## config.mk

```make
export PLATFORM = sky130hd
export DESIGN_NAME = fifo_sync_ctrl
export DESIGN_NICKNAME = d
export VERILOG_FILES = /design/src/rtl/fifo_sync_ctrl.sv
export SDC_FILE = /design/constraint.sdc
export NUM_CORES = 1
export LEC_CHECK = 0
export CAP_MARGIN = 20
export CORE_MARGIN = 4
export CORE_UTILIZATION = 53
export DETAILED_ROUTE_END_ITERATION = 7
export PLACE_DENSITY = 0.85
export SLEW_MARGIN = 20
export SYNTH_ARGS = -nofsm -noshare
export SYNTH_HDL_FRONTEND = slang
export SYNTH_SLANG_ARGS = --single-unit
```

## constraint.sdc

```tcl
create_clock -name clk -period 8.6 [get_ports clk]
set_clock_uncertainty 0.2 [all_clocks]
set_input_delay 0.86 -clock clk [delete_from_list [all_inputs] [get_ports clk]]
set_output_delay 0.86 -clock clk [all_outputs]
set_load 0.01 [all_outputs]
```

## src/rtl/fifo_sync_ctrl.sv

```systemverilog
// fifo_sync_ctrl: pointer/flag controller for a single-clock FIFO built
// around an external memory with one cycle of read latency.
//
// Parameters
//   FIFO_DEPTH         word capacity of the memory (power of two, >= 2)
//   ADDR_WIDTH         log2(FIFO_DEPTH)
//   GREY_CODE          1: gray-coded addresses, 0: binary
//   ACK_ENA            1: wr_ack active, 0: wr_ack tied low
//   FWFT               1: first-word-fall-through, 0: standard read
//   PROG_FULL_THRESH   prog_full when data_count >= this
//   PROG_EMPTY_THRESH  prog_empty when data_count <= this
//
// Ports
//   clk, rstn                       clock, async active-low reset
//   wr_en / wr_addr / wr_mem_en     write request, memory write address/strobe
//   wr_ack / wr_overflow            previous-cycle write accepted / rejected
//   wr_full / prog_full             full and programmable-full flags
//   rd_en / rd_addr / rd_mem_en     read request (pop), memory read address/strobe
//   rd_valid / rd_empty             memory output valid / nothing to read
//   rd_underflow / prog_empty       previous-cycle read rejected, prog-empty flag
//   data_count                      words held (incl. the FWFT output word)
module fifo_sync_ctrl #(
  parameter int FIFO_DEPTH        = 256,
  parameter int ADDR_WIDTH        = 8,
  parameter int GREY_CODE         = 0,
  parameter int ACK_ENA           = 0,
  parameter int FWFT              = 0,
  parameter int PROG_FULL_THRESH  = FIFO_DEPTH - 2,
  parameter int PROG_EMPTY_THRESH = 2
) (
  input  logic                  clk,
  input  logic                  rstn,
  input  logic                  wr_en,
  output logic [ADDR_WIDTH-1:0] wr_addr,
  output logic                  wr_mem_en,
  output logic                  wr_ack,
  output logic                  wr_full,
  output logic                  wr_overflow,
  output logic                  prog_full,
  input  logic                  rd_en,
  output logic [ADDR_WIDTH-1:0] rd_addr,
  output logic                  rd_mem_en,
  output logic                  rd_valid,
  output logic                  rd_empty,
  output logic                  rd_underflow,
  output logic                  prog_empty,
  output logic [ADDR_WIDTH:0]   data_count
);

  localparam int PW = ADDR_WIDTH + 1;
  localparam logic [PW-1:0] DEPTH_C = PW'(FIFO_DEPTH);
  localparam logic [PW-1:0] PF_C    = PW'(PROG_FULL_THRESH);
  localparam logic [PW-1:0] PE_C    = PW'(PROG_EMPTY_THRESH);

  typedef enum logic {IDLE = 1'b0, READY = 1'b1} state_e;

  state_e                state_q, state_d;
  logic [PW-1:0]         wr_ptr_q, rd_ptr_q, mem_count;
  logic                  wr_ack_q, wr_ovf_q, rd_unf_q, rd_vld_q;
  logic                  wr_fire, rd_fire, mem_nz, out_ready;
  logic [ADDR_WIDTH-1:0] wa, ra;

  // Pointers carry a wrap bit, so the difference distinguishes full from empty.
  assign mem_count = wr_ptr_q - rd_ptr_q;
  assign mem_nz    = |mem_count;
  assign out_ready = (FWFT != 0) && (state_q == READY);

  // Full comes from registered pointers only: a same-cycle pop does not
  // make room for a write.
  assign wr_full = (mem_count == DEPTH_C);
  assign wr_fire = wr_en & ~wr_full;

  // Read side: standard mode pops on request; FWFT prefetches into the
  // output word whenever it is empty and refills it on each pop.
  always_comb begin
    state_d = state_q;
    rd_fire = 1'b0;
    if (FWFT != 0) begin
      case (state_q)
        IDLE: begin
          if (mem_nz) begin
            rd_fire = 1'b1;
            state_d = READY;
          end
        end
        READY: begin
          if (rd_en) begin
            if (mem_nz) rd_fire = 1'b1;
            else        state_d = IDLE;
          end
        end
        default: state_d = IDLE;
      endcase
    end else begin
      rd_fire = rd_en & mem_nz;
    end
  end

  assign rd_empty   = (FWFT != 0) ? ~out_ready : ~mem_nz;
  assign data_count = mem_count + {{ADDR_WIDTH{1'b0}}, out_ready};
  assign prog_full  = (data_count >= PF_C);
  assign prog_empty = (data_count <= PE_C);

  // Strobes are forced low while reset is held.
  assign wr_mem_en = wr_fire & rstn;
  assign rd_mem_en = rd_fire & rstn;

  assign wa      = wr_ptr_q[ADDR_WIDTH-1:0];
  assign ra      = rd_ptr_q[ADDR_WIDTH-1:0];
  assign wr_addr = (GREY_CODE != 0) ? (wa ^ (wa >> 1)) : wa;
  assign rd_addr = (GREY_CODE != 0) ? (ra ^ (ra >> 1)) : ra;

  assign rd_valid     = (FWFT != 0) ? out_ready : rd_vld_q;
  assign wr_ack       = wr_ack_q;
  assign wr_overflow  = wr_ovf_q;
  assign rd_underflow = rd_unf_q;

  always_ff @(posedge clk or negedge rstn) begin
    if (!rstn) begin
      state_q  <= IDLE;
      wr_ptr_q <= '0;
      rd_ptr_q <= '0;
      wr_ack_q <= 1'b0;
      wr_ovf_q <= 1'b0;
      rd_unf_q <= 1'b0;
      rd_vld_q <= 1'b0;
    end else begin
      state_q  <= state_d;
      wr_ptr_q <= wr_ptr_q + {{ADDR_WIDTH{1'b0}}, wr_fire};
      rd_ptr_q <= rd_ptr_q + {{ADDR_WIDTH{1'b0}}, rd_fire};
      wr_ack_q <= (ACK_ENA != 0) & wr_fire;
      wr_ovf_q <= wr_en & wr_full;
      rd_unf_q <= rd_en & rd_empty;
      rd_vld_q <= (FWFT == 0) & rd_fire;
    end
  end

endmodule

```

# Word level (Yosys, flattened, before mapping)
# Index checks and enable logic that the tools add are counted.
classes:
  addsub: 3
  magnitude_cmp: 2
  eq_ne: 1
  bitwise_logic: 8
  reduce_logical: 1
op_table:
  columns: ["cell", "n"]
  rows:
  - ["9-bit by 1-bit adder with 9-bit output", 2]
  - ["9-bit == test (second input constant)", 1]
  - ["9-bit by 8-bit >= comparator with 1-bit output (second input constant)", 1]
  - ["9-bit by 2-bit <= comparator with 1-bit output (second input constant)", 1]
  - ["9-bit OR reduction", 1]
  - ["9-bit subtractor", 1]
  - ["1-bit bitwise AND", 6]
  - ["1-bit inverter", 2]
word_totals:
  regBits: 21
  in_bits: 4
  output_inout_bits: 35
  word_cells: 20

# Longest topological paths before layout
# Gate-level depths: netlist of run 1.
logic_depth:
  word_depth: 5
  ltp_mapped: 14
  mapped_depth_nobuf: 14

# Least setup slack after synthesis of run 1
# No wires, ideal clock.
synth_timing:
  path_type: "reg-to-output"
  from: "reg wr_ptr_q[0]"
  to: "out rd_mem_en"
  arrival_time_ns: 2.345
  required_ns: 7.540
  setup_slack_ns: 5.195
  path_stages_with_launch: 11
  cell_sequence: "dfrtp_1 inv_1 ha_1 fa_1 nand2b_1 a21oi_2 nor2b_2 o21ai_2 xor2_2 inv_1 o311a_1"
synth_between:
  elab_chain_cells: 4
synth_rtl:
  columns: ["element", "line", "rtl"]
  rows:
  - ["from (decl)", "58", "logic [PW-1:0] wr_ptr_q, rd_ptr_q, mem_count;"]
  - ["from (signal assigned)", "129", "wr_ptr_q <= wr_ptr_q + {{ADDR_WIDTH{1'b0}}, wr_fire};"]
  - ["9-bit subtractor", "64", "assign mem_count = wr_ptr_q - rd_ptr_q;"]
  - ["named net data_count[8]", "47", "output logic [ADDR_WIDTH:0] data_count"]
  - ["9-bit OR reduction", "65", "assign mem_nz = |mem_count;"]
  - ["1-bit bitwise AND", "95", "rd_fire = rd_en & mem_nz;"]
  - ["1-bit bitwise AND", "106", "assign rd_mem_en = rd_fire & rstn;"]
  - ["to (decl)", "42", "output logic rd_mem_en,"]
# The timed path passes the listed nets, and every way through them passes these cells.

# Worst setup path in the final report of run 1
layout_timing:
  from: "reg wr_ptr_q[0]"
  to: "out rd_mem_en"
layout_between:
  elab_chain_cells: 4
layout_rtl:
  columns: ["element", "line"]
  rows:
  - ["9-bit subtractor", "64"]
  - ["9-bit OR reduction", "65"]
  - ["1-bit bitwise AND", "95"]
  - ["1-bit bitwise AND", "106"]
# Every way passes these cells.

==> results of run 1 <==
worst reg2reg max path, cell delays in order (launching register included):
cell and delay, ns:
dfrtp_1 0.38, inv_1 0.07, ha_1 0.20, fa_1 0.38, nand2b_1 0.21, a21oi_2 0.15
nor2b_2 0.07, o21ai_2 0.17, xor2_2 0.29, inv_1 0.18, o31a_1 0.36, ha_1 0.25
ha_1 0.26, nand4_1 0.13, xnor2_1 0.12
stage by stage:
step           hold slack (ns)  setup WS, ns  area, sq um
2_1_floorplan            0.264          5.20         1610
3_3_place_gp             0.280          4.74         1880
3_5_place_dp             0.281          4.66         1880
4_1_cts                  0.302          4.29         1910
5_1_grt                  0.340          4.12         1910
6_report                 0.298          4.30         1910
cell type report:
type | instances | area (sq um)
Clock buffer | 4 | 26.3
Fill cell | 222 | 920
Inverter | 18 | 67.6
Multi-Input combinational cell | 107 | 873
Sequential cell | 21 | 526
Tap cell | 31 | 38.8
Timing Repair Buffer | 38 | 378
cells by family (layout without fill, tap and decap cells):
logic type	Yosys count	after routing	share of synthesized area
adder cells (fa/ha/maj)	14	14	0.114
flip-flops	21	21	0.327
other	1	1	0.00233
multiplexers	1	1	0.00623
XOR/XNOR	18	18	0.103
AND/OR/NAND/NOR	48	48	0.189
AO/OA/AOI/OAI	25	25	0.129
buffers and inverters	37	60	0.129
layout by cell type (no fill, tap or decap), types with 2 or more instances in the layout:
cell type	instances
nor3b_1	2
clkbuf_4	3
a21oi_1	5
dfrtp_1	21
o31a_1	2
nand2b_1	6
ha_1	13
o311a_1	2
xor2_1	4
nand2_1	4
and2_1	4
nor4_1	2
xnor2_1	13
inv_1	18
nor3_1	4
nand4_1	5
a21oi_2	2
clkdlybuf4s50_1	37
nand3_1	9
o22ai_1	2
how the worst max path moves through the flow:
| stage | end | slack (ns) |
|---|---|---|
| floorplan | rd_mem_en | 5.20 |
| global route | rd_mem_en | 4.12 |
| finish | rd_mem_en | 4.30 |
| CTS | rd_mem_en | 4.29 |
| global placement | rd_mem_en | 4.74 |
| detailed placement | rd_mem_en | 4.66 |
state kept, by name, summed over array words and instances (netlist names):
register      count
wr_ptr_q          9
wr_overflow       1
rd_valid          1
rd_underflow      1
rd_ptr_q          9
routing by layer:
metal  vias to the layer above  track usage  share of wire
met2                        40        0.323           0.49
met5                         -            0              0
met3                        11       0.0337          0.055
met1                       582        0.237           0.43
li1                        597            -              -
met4                         0       0.0771          0.023
==> reports/metrics.cfg, run 1 <==
[outcome]
status = finished clean

[cts]
cts-htree-levels = 1
cts_tree = built
ctsHoldBuffers = 0
cts-root-buf = clkbuf_4
numCtsBuffers = 3
clkTransAtPathRegs_ns = 0.12
cts.sinks = 21
cts_buffer_depth = 2
clk_latency_ns = 0.31
cts_resized = 0
postCtsSetupBuffers = 0

[synthesis]
netlist_top_cells_count = dfrtp_1 (21), buf_4 (18), inv_1 (18), ha_1 (13), xnor2_1 (13)
synth_flop_cell = dfrtp_1
synth_nets = 183
ys_seq_elements = 21
synth.avg_cell_area_sq_um = 9.74
synth_top_cells_by_area = dfrtp_1 (33%), ha_1 (10%), buf_4 (8.4%), xnor2_1 (7.1%), inv_1 (4.2%)
netlist_instances = 165
synth_cell_type_count = 48
syn_area_sq_mm = 0.00161
synth_enable_flop_cells = 0
synth_top_area_frac = 0.327
synth.most_common_cell = dfrtp_1
async_flop_share = 1.00
synth_top_cell_by_area = dfrtp_1
ys_warn_count = 0
ys_seq_area_frac = 0.327

[setup_path]
worstReg2RegStart = wr_ptr_q[0]
crit_buf_inv = 3
endpoint_kind = output pin
crit_path_frequent_cell = inv_1
r2r_end = rd_ptr_q[8]
crit_family = buffers and inverters
r2r_cells = 14
cp-start-kind = flop
critical_path_arrival_ns = 3.24
crit_start = wr_ptr_q[0]
cp_cell_sequence = inv_1 > ha_1 > fa_1 > nand2b_1 > a21oi_2 > nor2b_2 > o21ai_2 > xor2_2 > inv_1 > o311a_1 > clkdlybuf4s50_1
reg2reg_slack_ns = 5.14
slowest_delay_ns = 0.48
slowest_stage = clkdlybuf4s50_1
worstSetupPathType = flop to output pin
path_depth = 11
cp.required_ns = 7.54
cp_max_fo = 6

[route]
via_per_inst = 5.62
wl_per_cell_um = 15.8
dr.pass1.iters = 4
routed_wl_um = 3460
drt_iter0_markers = 49
drc_errors = 0
drtAntennaViolNets = 0
vias = 1230

[worst_hold_path]
hold_end = wr_ptr_q[8]
min-delay-start = wr_ptr_q[8]
min_path_type = flop to flop
hold_path_depth = 1

[die]
rows = 19
dieHeight_um = 63.1
die_area_sq_mm = 0.00398
die_w_um = 63.1
pin_count = 39
initial_core_util = 0.568
core_region_area_sq_mm = 0.00283

[sta]
fin_crit_sh = 0.500
setup_tns_ns = 0
post-route-min-period_ns = 4.30
setup_viol = 0
hold_violations = 0
slew_violations = 0
rsz0062_at_grt = false
fmax_mhz = 232

[global_route]
grt_usage = 0.190
overflow = 0
grt_pass1_wl_um = 6100
grt_max_degree = 24
antenna_found_initial = 0
grt_pass1_vias = 1346

[placement]
hpwl_um = 2750
place_congestion = 0.894
place_inst = 215
io_buffers = 37

[cells_and_area]
syn2layout_area_growth_pct = 18.8
finish.utilization = 0.675
nets = 207
drive_gt1_frac = 0.0957
diodes = 0
final_cells = 219

[run]
maxCapViolations = 0

Power of run 1 is not shown: default switching activity piles up to over one toggle a cycle in this logic, so the estimate is an artifact.
==> run 2: changes to the inputs <==
--- a/config.mk
+++ b/config.mk
@@ -7,9 +7,9 @@
 export LEC_CHECK = 0
 export CAP_MARGIN = 20
 export CORE_MARGIN = 4
-export CORE_UTILIZATION = 53
+export CORE_UTILIZATION = 45
 export DETAILED_ROUTE_END_ITERATION = 7
-export PLACE_DENSITY = 0.85
+export PLACE_DENSITY = 0.77
 export SLEW_MARGIN = 20
 export SYNTH_ARGS = -nofsm -noshare
 export SYNTH_HDL_FRONTEND = slang
==> constraint.sdc (replaced) <==
create_clock -name clk -period 3.7 [get_ports clk]
set_clock_uncertainty 0.2 [all_clocks]
set_input_delay 0.37 -clock clk [delete_from_list [all_inputs] [get_ports clk]]
set_output_delay 0.37 -clock clk [all_outputs]
set_load 0.01 [all_outputs]
==> run 2 against run 1 <==
Against the previous run:
- global-route usage shrank 2.1 points
- core utilization is 7.1 points lower
- die area up 15%
- sequential share of layout area shrank 1.8 points
- worst setup slack worse by 4.1 ns
- register-to-register slack worse by 4.9 ns
- via count up 6.7%
- first-iteration DRC count down 2.0%
- critical path depth did not move
- hold slack worse by 0.20 ns
- routed wire length up 11%
==> reports/metrics.cfg, run 2 (synthesis results as in run 1) <==
[setup_path]
cp_max_fo = 4  ; was 6
r2r_cells = 14  ; unchanged
crit_start = wr_ptr_q[0]  ; unchanged
endpoint_kind = output pin  ; unchanged
reg2reg_slack_ns = 0.26  ; was 5.14 ns
cp.required_ns = 3.13  ; was 7.54 ns
worstSetupPathType = flop to output pin  ; unchanged
critical_path_arrival_ns = 2.90  ; was 3.24 ns
r2r_end = rd_ptr_q[8]  ; unchanged
cp-start-kind = flop  ; unchanged
cp-endpoint = wr_full  ; was rd_mem_en
worstReg2RegStart = wr_ptr_q[0]  ; unchanged

[cts]
clkTransAtPathRegs_ns = 0.12  ; about the same
cts-htree-levels = 1  ; unchanged
cts_tree = built  ; unchanged
cts_buffer_depth = 2  ; unchanged
cts.sinks = 21  ; unchanged
numCtsBuffers = 3  ; unchanged
ctsHoldBuffers = 0  ; unchanged
cts-root-buf = clkbuf_4  ; unchanged
clk_latency_ns = 0.31  ; about the same

[cells_and_area]
syn2layout_area_growth_pct = 27.3  ; was 18.8%
num-fill-cells = 259  ; was 222
final_cell_mix = clkdlybuf4s50_1 (31), dfrtp_1 (20), inv_1 (17)  ; was clkdlybuf4s50_1 (37), dfrtp_1 (21), inv_1 (18)
top_regs = rd_ptr_q x9, wr_ptr_q x9  ; unchanged
final_common_cell = clkdlybuf4s50_1  ; unchanged
diodes = 0  ; unchanged
drive_gt1_frac = 0.173  ; was 0.0957
nets = 216  ; was 207

[worst_hold_path]
min_path_type = input port to asynchronous set/reset pin  ; was flop to flop

[route]
via_per_inst = 5.40  ; was 5.62
drc_errors = 0  ; unchanged
drt_iter0_markers = 48  ; was 49
drtAntennaViolNets = 0  ; unchanged
routed_wl_um = 3860  ; was 3460 um
dr.pass1.iters = 4  ; unchanged
wl_per_cell_um = 15.9  ; was 15.8 um
vias = 1312  ; was 1230

[die]
core_region_area_sq_mm = 0.00339  ; was 0.00283 sq mm
die_area_sq_mm = 0.00459  ; was 0.00398 sq mm
initial_core_util = 0.474  ; was 0.568
dieHeight_um = 67.8  ; was 63.1 um
pin_count = 39  ; unchanged
rows = 21  ; was 19
die_w_um = 67.8  ; was 63.1 um

[sta]
setup_viol = 0  ; unchanged
fmax_mhz = 288
rsz0062_at_grt = false  ; unchanged
fin_crit_sh = 0.938
slew_violations = 0  ; unchanged
hold_violations = 0  ; unchanged
setup_tns_ns = 0  ; unchanged
post-route-min-period_ns = 3.47

[outcome]
status = finished clean  ; unchanged

[global_route]
antenna_found_initial = 0  ; unchanged
overflow = 0  ; unchanged
grt_pass1_vias = 1293  ; was 1346
grt_usage = 0.169  ; was 0.190
grt_pass1_wl_um = 5840  ; was 6100 um
grt_max_degree = 20  ; was 24

[placement]
place_congestion = 0.882  ; was 0.894
hpwl_um = 2760  ; was 2750 um
io_buffers = 37  ; unchanged

[run]
maxCapViolations = 0  ; unchanged

run 2: layout make-up:
cell class                 instances  area (sq um)  share of cell area
multi-input combinational        107           907               0.443
sequential                        21           527               0.257
timing repair buffer              47           460               0.225
inverter                          18          67.6              0.0330
tap                               46          57.6              0.0281
clock buffer                       4          26.3              0.0128
run 2: what timing repair did:
| action | 4_1_cts | 5_1_grt |
|---|---|---|
| pin swaps | 0 | 2 |
| endpoints found under the setup margin | 5 | 6 |
| resized for setup | 3 | 11 |
| buffers inserted | 2 | 7 |
run 2: worst min-delay path by stage:
stage                      from           end  slack [ns]  cells after the start
floorplan                  rstn   rd_ptr_q[0]       -0.13                      0
global placement    rd_ptr_q[8]   rd_ptr_q[8]        0.28                      1
detailed placement  wr_ptr_q[8]   wr_ptr_q[8]        0.28                      1
CTS                        rstn   wr_overflow        0.09                      1
global route               rstn  rd_underflow        0.09                      1
finish                     rstn   wr_overflow         0.1                      1
run 2: worst max-delay path, stage by stage (launching register included):
cell and delay, ns:
dfrtp_1 0.40, inv_1 0.08, ha_1 0.21, fa_1 0.40, nand2b_2 0.23, a21oi_2 0.15, nor2b_2 0.08, xor2_2 0.27
buf_4 0.18, nand3_1 0.10, nor4_2 0.29, dlymetal6s2s_1 0.21
run 2: metrics by stage:
step / hold slack [ns] / instances / cell area, sq um / utilization / setup slack [ns]
2_1_floorplan: -0.126 / 165 / 1610 / - / 0.493
4_1_cts: 0.0861 / 236 / 1960 / 0.577 / 0.000463
6_report: 0.0970 / 243 / 2050 / 0.604 / 0.231
5_1_grt: 0.0876 / 243 / 2050 / 0.604 / 0.0822
3_5_place_dp: 0.284 / 230 / 1900 / 0.561 / 0.145
3_3_place_gp: 0.281 / 230 / 1900 / 0.561 / 0.313
run 2: layer usage:
metal	vias to the layer above	track usage	share of wire
met5	-	0	0
met4	0	0.0911	0.030
met3	10	0.0200	0.037
met2	38	0.284	0.52
met1	648	0.209	0.41
li1	616	-	-
Power of run 2 is left out for the same reason.
